**config.mk**
```make
export PLATFORM = sky130hd
export DESIGN_NAME = lcd_pause_sched_flat
export DESIGN_NICKNAME = d
export VERILOG_FILES = /design/src/rtl/lcd_pause_sched_if.sv /design/src/rtl/lcd_pause_sched.sv /design/src/flat_wrapper.sv
export SDC_FILE = /design/constraint.sdc
export NUM_CORES = 1
export LEC_CHECK = 0
export BUFFER_PORTS_ARGS = -buffer_cell sky130_fd_sc_hd__buf_2
export CAP_MARGIN = 15
export CORE_ASPECT_RATIO = 0.75
export CORE_UTILIZATION = 53
export DETAILED_ROUTE_END_ITERATION = 10
export GPL_ROUTABILITY_DRIVEN = 0
export PLACE_DENSITY_LB_ADDON = 0.1
export SYNTH_ARGS = -nofsm -noshare
export SYNTH_HDL_FRONTEND = slang
export SYNTH_SLANG_ARGS = --single-unit
```
**constraint.sdc**
```tcl
create_clock -name clk_sys -period 3 [get_ports clk_sys]
set_clock_uncertainty 0.1 [all_clocks]
set_input_delay 0 -clock clk_sys [delete_from_list [all_inputs] [get_ports clk_sys]]
set_output_delay 0 -clock clk_sys [all_outputs]
set_load 0.05 [all_outputs]
```
**src/rtl/lcd_pause_sched_if.sv**
```systemverilog
// Pointer, enable and pause/status bundle between the LCD framebuffer block,
// the pause scheduler and the two GB cores.
interface lcd_pause_sched_if;
  logic        link_lock;
  logic        out_vs;
  logic        core1_on;
  logic        core2_on;
  logic [14:0] core1_wr_ptr;
  logic [14:0] core2_wr_ptr;
  logic [14:0] out_ptr1;
  logic [14:0] out_ptr2;
  logic        pause1;
  logic        pause2;
  logic [1:0]  state1;
  logic [1:0]  state2;
  logic [7:0]  hits1;
  logic [7:0]  hits2;

  modport master (
    output link_lock, out_vs, core1_on, core2_on,
           core1_wr_ptr, core2_wr_ptr, out_ptr1, out_ptr2,
    input  pause1, pause2, state1, state2, hits1, hits2
  );

  modport slave (
    input  link_lock, out_vs, core1_on, core2_on,
           core1_wr_ptr, core2_wr_ptr, out_ptr1, out_ptr2,
    output pause1, pause2, state1, state2, hits1, hits2
  );
endinterface

```
**src/rtl/lcd_pause_sched.sv**
```systemverilog
// Per-core pause scheduler: holds a GB core in a timed pause whenever its
// framebuffer writer is too far ahead of scanout at the check line.
module lcd_pause_sched #(
  parameter logic [14:0] TRIG_OUT = 15'd11521,
  parameter logic [14:0] TRIG_IN  = 15'd4801,
  parameter logic [7:0]  HOLD_LEN = 8'd255
) (
  input logic              clk_sys,
  input logic              reset,
  lcd_pause_sched_if.slave bus
);

  typedef enum logic [1:0] {
    S_OFF   = 2'd0,
    S_SYNC  = 2'd1,
    S_TRACK = 2'd2,
    S_HOLD  = 2'd3
  } state_e;

  state_e      state_q [2];
  state_e      state_d [2];
  logic [7:0]  cnt_q   [2];
  logic [7:0]  cnt_d   [2];
  logic [7:0]  hits_q  [2];
  logic [7:0]  hits_d  [2];
  logic [14:0] wr_ptr  [2];
  logic [14:0] rd_ptr  [2];
  logic [1:0]  on;
  logic [1:0]  need;
  logic [1:0]  req_d;
  logic [1:0]  pause_q;
  logic [1:0]  pause_d;

  assign on        = {bus.core2_on, bus.core1_on};
  assign wr_ptr[0] = bus.core1_wr_ptr;
  assign wr_ptr[1] = bus.core2_wr_ptr;
  assign rd_ptr[0] = bus.out_ptr1;
  assign rd_ptr[1] = bus.out_ptr2;
  assign need[0]   = (rd_ptr[0] == TRIG_OUT) && (wr_ptr[0] > TRIG_IN);
  assign need[1]   = (rd_ptr[1] == TRIG_OUT) && (wr_ptr[1] > TRIG_IN);

  always_comb begin
    // NOTE: every combinational output gets a default before any branch so no latch is inferred.
    req_d = '0;
    for (int i = 0; i < 2; i++) begin
      state_d[i] = state_q[i];
      cnt_d[i]   = cnt_q[i];
      hits_d[i]  = hits_q[i];
      if (!on[i]) begin
        state_d[i] = S_OFF;
        cnt_d[i]   = '0;
      end else begin
        unique case (state_q[i])
          S_OFF:  state_d[i] = S_SYNC;
          S_SYNC: if (bus.out_vs) state_d[i] = S_TRACK;
          S_TRACK: begin
            if (need[i]) begin
              state_d[i] = S_HOLD;
              cnt_d[i]   = HOLD_LEN;
              hits_d[i]  = (hits_q[i] == 8'hFF) ? hits_q[i] : hits_q[i] + 8'd1;
            end
          end
          S_HOLD: begin
            // A level-true need reloads every cycle, so a stuck pointer keeps the core paused.
            if (need[i]) begin
              cnt_d[i]  = HOLD_LEN;
              hits_d[i] = (hits_q[i] == 8'hFF) ? hits_q[i] : hits_q[i] + 8'd1;
            end else if (cnt_q[i] == 8'd1) begin
              state_d[i] = S_TRACK;
              cnt_d[i]   = '0;
            end else begin
              cnt_d[i] = cnt_q[i] - 8'd1;
            end
          end
          default: state_d[i] = S_OFF;
        endcase
      end
      req_d[i] = (state_d[i] == S_HOLD);
    end
    pause_d[0] = req_d[0] | (bus.link_lock & req_d[1]);
    pause_d[1] = req_d[1] | (bus.link_lock & req_d[0]);
  end

  // NOTE: async reset clears pause at once, without waiting for a clock edge.
  always_ff @(posedge clk_sys or posedge reset) begin
    if (reset) begin
      for (int i = 0; i < 2; i++) begin
        state_q[i] <= S_OFF;
        cnt_q[i]   <= '0;
        hits_q[i]  <= '0;
      end
      pause_q <= '0;
    end else begin
      // NOTE: non-blocking updates keep both cores' registers sampling the same pre-edge values.
      for (int i = 0; i < 2; i++) begin
        state_q[i] <= state_d[i];
        cnt_q[i]   <= cnt_d[i];
        hits_q[i]  <= hits_d[i];
      end
      pause_q <= pause_d;
    end
  end

  assign bus.pause1 = pause_q[0];
  assign bus.pause2 = pause_q[1];
  assign bus.state1 = state_q[0];
  assign bus.state2 = state_q[1];
  assign bus.hits1  = hits_q[0];
  assign bus.hits2  = hits_q[1];

endmodule
```
**src/flat_wrapper.sv**
```systemverilog
// flat-port wrapper written by rule: the top's interface ports become plain ports
module lcd_pause_sched_flat 
#(
  parameter logic [14:0] TRIG_OUT = 15'd11521,
  parameter logic [14:0] TRIG_IN  = 15'd4801,
  parameter logic [7:0]  HOLD_LEN = 8'd255
)
  (clk_sys, reset, bus_link_lock, bus_out_vs, bus_core1_on, bus_core2_on, bus_core1_wr_ptr, bus_core2_wr_ptr, bus_out_ptr1, bus_out_ptr2, bus_pause1, bus_pause2, bus_state1, bus_state2, bus_hits1, bus_hits2);
  lcd_pause_sched_if bus_i ();
  input logic clk_sys;
  input logic reset;
  input wire logic [$bits(bus_i.link_lock)-1:0] bus_link_lock;
  input wire logic [$bits(bus_i.out_vs)-1:0] bus_out_vs;
  input wire logic [$bits(bus_i.core1_on)-1:0] bus_core1_on;
  input wire logic [$bits(bus_i.core2_on)-1:0] bus_core2_on;
  input wire logic [$bits(bus_i.core1_wr_ptr)-1:0] bus_core1_wr_ptr;
  input wire logic [$bits(bus_i.core2_wr_ptr)-1:0] bus_core2_wr_ptr;
  input wire logic [$bits(bus_i.out_ptr1)-1:0] bus_out_ptr1;
  input wire logic [$bits(bus_i.out_ptr2)-1:0] bus_out_ptr2;
  output wire logic [$bits(bus_i.pause1)-1:0] bus_pause1;
  output wire logic [$bits(bus_i.pause2)-1:0] bus_pause2;
  output wire logic [$bits(bus_i.state1)-1:0] bus_state1;
  output wire logic [$bits(bus_i.state2)-1:0] bus_state2;
  output wire logic [$bits(bus_i.hits1)-1:0] bus_hits1;
  output wire logic [$bits(bus_i.hits2)-1:0] bus_hits2;
  assign bus_i.link_lock = bus_link_lock;
  assign bus_i.out_vs = bus_out_vs;
  assign bus_i.core1_on = bus_core1_on;
  assign bus_i.core2_on = bus_core2_on;
  assign bus_i.core1_wr_ptr = bus_core1_wr_ptr;
  assign bus_i.core2_wr_ptr = bus_core2_wr_ptr;
  assign bus_i.out_ptr1 = bus_out_ptr1;
  assign bus_i.out_ptr2 = bus_out_ptr2;
  assign bus_pause1 = bus_i.pause1;
  assign bus_pause2 = bus_i.pause2;
  assign bus_state1 = bus_i.state1;
  assign bus_state2 = bus_i.state2;
  assign bus_hits1 = bus_i.hits1;
  assign bus_hits2 = bus_i.hits2;
  lcd_pause_sched #(.TRIG_OUT(TRIG_OUT), .TRIG_IN(TRIG_IN), .HOLD_LEN(HOLD_LEN)) u_core (.clk_sys(clk_sys), .reset(reset), .bus(bus_i));
endmodule
```
==> reports/results.ini, run 1 <==
[floorplanning]
rows = 20
start_util_pct = 55.98
ios = 88
die_y_um = 58.85
die_w_um = 77.79
die-area_mm2 = 0.004578
coreArea_mm2 = 0.004079

[clock_tree]
cts_setup_buffers = 0
cts_buffers = 5
clockRootBuffer = clkbuf_8
cts_tree = yes
clk_path_buf_depth = 2
ctsResizeCount = 0
cts_hold_buf = 5
insertion_delay_ps = 280
cts.sinks = 38
htree_num_levels = 2
clk_pin_slew_worst_paths_ps = 70

[layout]
utilization_pct = 71.14
areaGrowthSynthToFinish_pct = 27.07
drive_gt1_share_pct = 31.82
insertedDiodeCount = 0
nNetsFinal = 402
final_cell_mix = buf_2 (87), dfrtp_1 (38), nand2_1 (20)
mostFrequentLayoutCell = buf_2
n_fill_cell = 340

[detailed_routing]
avgViaCountPerCell = 5.556
antenna_left = 0
drtIter0Drc = 92
drt-pass1-iter-count = 4
drt-wirelength-per-cell_um = 13.66
num_vias = 2139
drt_wl_total_um = 5261
drc = 0

[setup_path]
cp_max_fo = 6
cp.required_ps = 3070
r2r-end = u_core.bus.hits2[7]
r2r-start = u_core.bus.hits2[0]
worstSetupEndpointType = register
worst-r2r-setup-slack_ps = 790
start_kind = register
crit_type = register to register
cp.arrival_ps = 2280
rr_worst_depth = 7

[global_routing]
grt_pass1_vias = 1942
track_usage_pct = 24.74
grt_pass1_wl_um = 8866
grt-ovfl-total = 0
grt_max_degree = 34
grt_antenna_before_repair = 0

[placement]
port_buffers = 87
hpwl_um = 4050

[run]
cap_viol_max_count = 0

[synthesis]
avgSynthCellArea_um2 = 9.758
synthTopCellsByArea = dfrtp_1 (42%), xnor2_1 (4.6%), ha_1 (3.3%)
synth_cell_type_count = 55
syn_area_mm2 = 0.002283
yosys.area.top_type = dfrtp_1
yosys.area.top_type_share_pct = 41.64
ys_warn_count = 0
synth-seq-cells = 38
synth_ff_type = dfrtp_1
synth-async-reset-ratio_pct = 100.0
syn_inst = 234
syn-num-nets = 306
synth_seq_area_share_pct = 41.64
synth_edf_count = 0

[hold_path]
hp-class = input pin to async pin

[power]
p_leak_nw = 1.396
pwr_density_cell_mw_per_mm2 = 373.7
ir_drop_mv = 0.3006

[timing]
hold_viol_final = 0
period_share_pct = 73.58
rsz0062_at_grt = no
max_freq_mhz = 453.0
relSlewSlack_pct = 68.12
finalSetupViolations = 0
fin_setup_tns_ps = 0
min_period_ps = 2207
tightest_slew_ps = 476.1
drv_slew = 0

[run_status]
status = finished, final reports clean

synth_stat cells (4+ instances only):
| cell | count |
|---|---|
| a21boi_1 | 7 |
| nand3_1 | 14 |
| o221a_1 | 5 |
| and2_1 | 4 |
| nor4_1 | 7 |
| ha_1 | 6 |
| nor2_1 | 12 |
| dfrtp_1 | 38 |
| nand2_1 | 20 |
| xnor2_1 | 12 |
| a21oi_1 | 9 |
| o21ai_1 | 7 |
| inv_1 | 9 |
| nor4b_1 | 4 |
| nor3_1 | 12 |
layout make-up:
type	instances	area, um2	area share, %
sequential	38	950.9	32.77
multi-input combinational	182	1271	43.81
inverter	9	33.78	1.164
tap	55	68.82	2.372
clock buffer	7	76.32	2.630
timing repair buffer	94	500.5	17.25
state kept, by name, indices dropped and copies added, names as in the netlist:
register           count
u_core.cnt_q          16
u_core.pause_q         2
u_core.bus.hits2       8
u_core.bus.hits1       8
u_core.bus.state2      2
u_core.bus.state1      2
cell families after synthesis:
kind of cell | count (synthesis) | synth area share [%]
buffers and inverters | 14 | 2.685
AO/OA/AOI/OAI | 52 | 16.55
XOR/XNOR | 15 | 5.754
multiplexers | 4 | 1.918
AND/OR/NAND/NOR | 105 | 28.16
adder cells (fa/ha/maj) | 6 | 3.288
flip-flops | 38 | 41.64
power by group:
part	switching (W)	total (W)	internal, W
Clock	0.000166	0.000326	0.000160
Sequential	0.0000245	0.000553	0.000528
Combinational	0.000111	0.000206	0.0000956
Total	0.000301	0.00108	0.000784
metal layers:
layer,track usage [%],wire [um],vias to the layer above
li1,-,-,1065
met5,0,0,-
met2,41.09,2494,42
met3,5.736,190,6
met1,33.13,2532,1026
met4,6.199,43,0
through the flow:
stage	setup WS, ps	total power, W	hold WS [ps]	area [um2]	std cells
2_1_floorplan	691.2	0.0006858	32.53	2283	234
3_3_place_gp	934.9	0.0007589	-178.1	2775	373
3_5_place_dp	841.0	0.0007625	-174.3	2775	373
4_1_cts	809.1	0.001094	61.47	2902	385
5_1_grt	632.4	0.001137	73.39	2902	385
6_report	792.6	0.001084	58.41	2902	385
worst max-delay path, stage by stage (launching register included):
cell	delay [ps]
dfrtp_1	420
ha_1	230
and3_1	200
and3_1	200
a31oi_1	370
nor3b_2	300
nand4_1	130
xnor2_1	140
how the worst max path moves through the flow:
stage,startpoint,endpoint,slack (ps),cells past startpoint
after global placement,u_core.bus.hits2[0],u_core.bus.hits2[7],930,7
final,u_core.bus.hits2[0],u_core.bus.hits2[7],790,7
after global routing,u_core.bus.hits2[0],u_core.bus.hits2[7],630,7
after detailed placement,u_core.bus.hits2[0],u_core.bus.hits2[7],840,7
after CTS,u_core.bus.hits2[0],u_core.bus.hits2[7],810,7
after floorplan,u_core.bus.hits2[0],u_core.bus.hits2[7],690,7
Note: power is estimated with default switching activity, not from simulation.
==> run 2, diff against run 1 <==
--- a/config.mk
+++ b/config.mk
@@ -8,7 +8,7 @@
 export BUFFER_PORTS_ARGS = -buffer_cell sky130_fd_sc_hd__buf_2
 export CAP_MARGIN = 15
 export CORE_ASPECT_RATIO = 0.75
-export CORE_UTILIZATION = 53
+export CORE_UTILIZATION = 49
 export DETAILED_ROUTE_END_ITERATION = 10
 export GPL_ROUTABILITY_DRIVEN = 0
 export PLACE_DENSITY_LB_ADDON = 0.1
==> constraint.sdc (replaced) <==
create_clock -name clk_sys -period 2.27 [get_ports clk_sys]
set_clock_uncertainty 0.1 [all_clocks]
set_input_delay 0 -clock clk_sys [delete_from_list [all_inputs] [get_ports clk_sys]]
set_output_delay 0 -clock clk_sys [all_outputs]
set_load 0.05 [all_outputs]
==> reports/results.ini, run 2 (synthesis results as in run 1) <==
[power]
ir_drop_mv = 0.4302  ; was 0.3006 mV
p_total_w = 0.001575  ; was 0.001084 W
pwr_density_cell_mw_per_mm2 = 528.0  ; was 373.7 mW/mm2
p_leak_nw = 1.433  ; was 1.396 nW

[detailed_routing]
drtIter0Drc = 59  ; was 92
drt-wirelength-per-cell_um = 12.64  ; was 13.66 um
drt-pass1-iter-count = 4  ; unchanged
antenna_left = 0  ; unchanged
num_vias = 2135  ; was 2,139
avgViaCountPerCell = 5.433  ; was 5.556
drt_wl_total_um = 4969  ; was 5261 um
drc = 0  ; unchanged

[floorplanning]
die_y_um = 61.12  ; was 58.85 um
die-area_mm2 = 0.004940  ; was 0.004578 mm2
coreArea_mm2 = 0.004467  ; was 0.004079 mm2
start_util_pct = 51.12  ; was 55.98%
ios = 88  ; unchanged
die_w_um = 80.83  ; was 77.79 um
rows = 21  ; was 20

[setup_path]
crit_type = register to register  ; unchanged
worst-r2r-setup-slack_ps = 290  ; was 790 ps
cp_max_fo = 4  ; was 6
start_kind = register  ; unchanged
worstSetupEndpointType = register  ; unchanged
cp.required_ps = 2340  ; was 3070 ps
cp.arrival_ps = 2050  ; was 2280 ps

[hold_path]
hp-class = input pin to async pin  ; unchanged

[timing]
hold_viol_final = 0  ; unchanged
period_share_pct = 87.33  ; was 73.58%
drv_slew = 0  ; unchanged
tightest_slew_ps = 489.0  ; was 476.1 ps
max_freq_mhz = 504.5  ; was 453.0 MHz
rsz0062_at_grt = no  ; unchanged
relSlewSlack_pct = 67.26  ; was 68.12%
min_period_ps = 1982  ; was 2207 ps
finalSetupViolations = 0  ; unchanged
fin_setup_tns_ps = 0  ; unchanged

[global_routing]
grtUsageMet3_pct = 5.333  ; was 5.736%
track_usage_pct = 21.77  ; was 24.74%
met2_usage_pct = 34.21  ; was 41.09%
grt_pass1_vias = 1854  ; was 1,942
grt_max_degree = 34  ; unchanged
met1_usage_pct = 30.43  ; was 33.13%
grt_antenna_before_repair = 0  ; unchanged
grt-busiest-layer = met2  ; unchanged
grt_pass1_wl_um = 8128  ; was 8866 um
grt-ovfl-total = 0  ; unchanged

[placement]
hpwl_um = 3885  ; was 4050 um
port_buffers = 87  ; unchanged
post-place-cells = 380  ; was 373

[clock_tree]
htree_num_levels = 2  ; unchanged
cts_buffers = 5  ; unchanged
insertion_delay_ps = 280  ; about the same
clk_pin_slew_worst_paths_ps = 70  ; about the same
cts_tree = yes  ; unchanged
clockRootBuffer = clkbuf_8  ; unchanged
clk_path_buf_depth = 2  ; unchanged
cts_setup_buffers = 0  ; unchanged
cts.sinks = 38  ; unchanged

[layout]
largest_reg_flops = 16  ; unchanged
final_cells = 393  ; was 385
regMostFlops = u_core.cnt_q  ; unchanged
drive_gt1_share_pct = 34.23  ; was 31.82%
insertedDiodeCount = 0  ; unchanged
final_cell_mix = buf_2 (87), dfrtp_1 (36), nand2_1 (20)  ; was buf_2 (87), dfrtp_1 (38), nand2_1 (20)
mostFrequentLayoutCell = buf_2  ; unchanged
nNetsFinal = 407  ; was 402
areaGrowthSynthToFinish_pct = 30.68  ; was 27.07%

[run_status]
status = finished, final reports clean  ; unchanged

[run]
cap_viol_max_count = 0  ; unchanged

[run 2: repair_timing]
| item | 4_1_cts | 5_1_grt |
|---|---|---|
| endpoints found under the hold margin | 59 | 0 |
| resized for setup | 0 | 1 |
| setup endpoints to repair | 0 | 3 |
| hold buffers | 5 | 0 |
[run 2: final timing paths]
kind,start,endpoint,cells past startpoint
setup reg to reg,u_core.bus.hits2[0],u_core.bus.hits2[7],7
setup / recovery,u_core.bus.hits2[0],u_core.bus.hits2[7],7
min in group clk_sys,bus_out_ptr1[7],u_core.bus.hits1[2],6
hold reg to reg,u_core.bus.hits1[6],u_core.bus.hits1[6],1
max in group asynchronous,reset,u_core.bus.hits2[1],4
hold / removal,reset,u_core.cnt_q[6],3
[run 2: stage by stage]
step	area, um2	utilization [%]	hold WS (ps)	worst slack, ps
6_report	2984	66.81	56.77	287.7
3_3_place_gp	2818	63.08	-187.7	283.9
2_1_floorplan	2286	-	32.53	75.54
4_1_cts	2978	66.67	66.16	144.9
3_5_place_dp	2818	63.08	-175.6	179.7
5_1_grt	2984	66.81	78.09	151.2
[run 2: per-layer routing]
layer / up-vias / share of wire (%)
li1: 1080 / -
met3: 4 / 3.4
met5: - / 0
met2: 30 / 46
met1: 1021 / 50
met4: 0 / 0.70
[run 2: final cells by class]
type | count | area [um2]
timing repair buffer | 99 | 538.0
clock buffer | 6 | 72.57
tap | 57 | 71.32
fill | 388 | 1483
sequential | 38 | 953.4
clock inverter | 2 | 37.54
multi-input combinational | 182 | 1277
inverter | 9 | 33.78
[run 2: worst max-delay path, stage by stage, from the launching register on]
cell	delay, ps
dfrtp_2	430
ha_1	210
and3_1	190
and3_1	200
a31oi_1	240
nor3b_2	230
nand4_1	140
xnor2_1	140
[run 2: where the power goes]
part / internal [W] / switching, W / leakage (nW) / total, W
combinational: 0.000133 / 0.000152 / 0.872 / 0.000285
clock: 0.000328 / 0.000239 / 0.0514 / 0.000567
sequential: 0.000698 / 0.0000264 / 0.509 / 0.000724
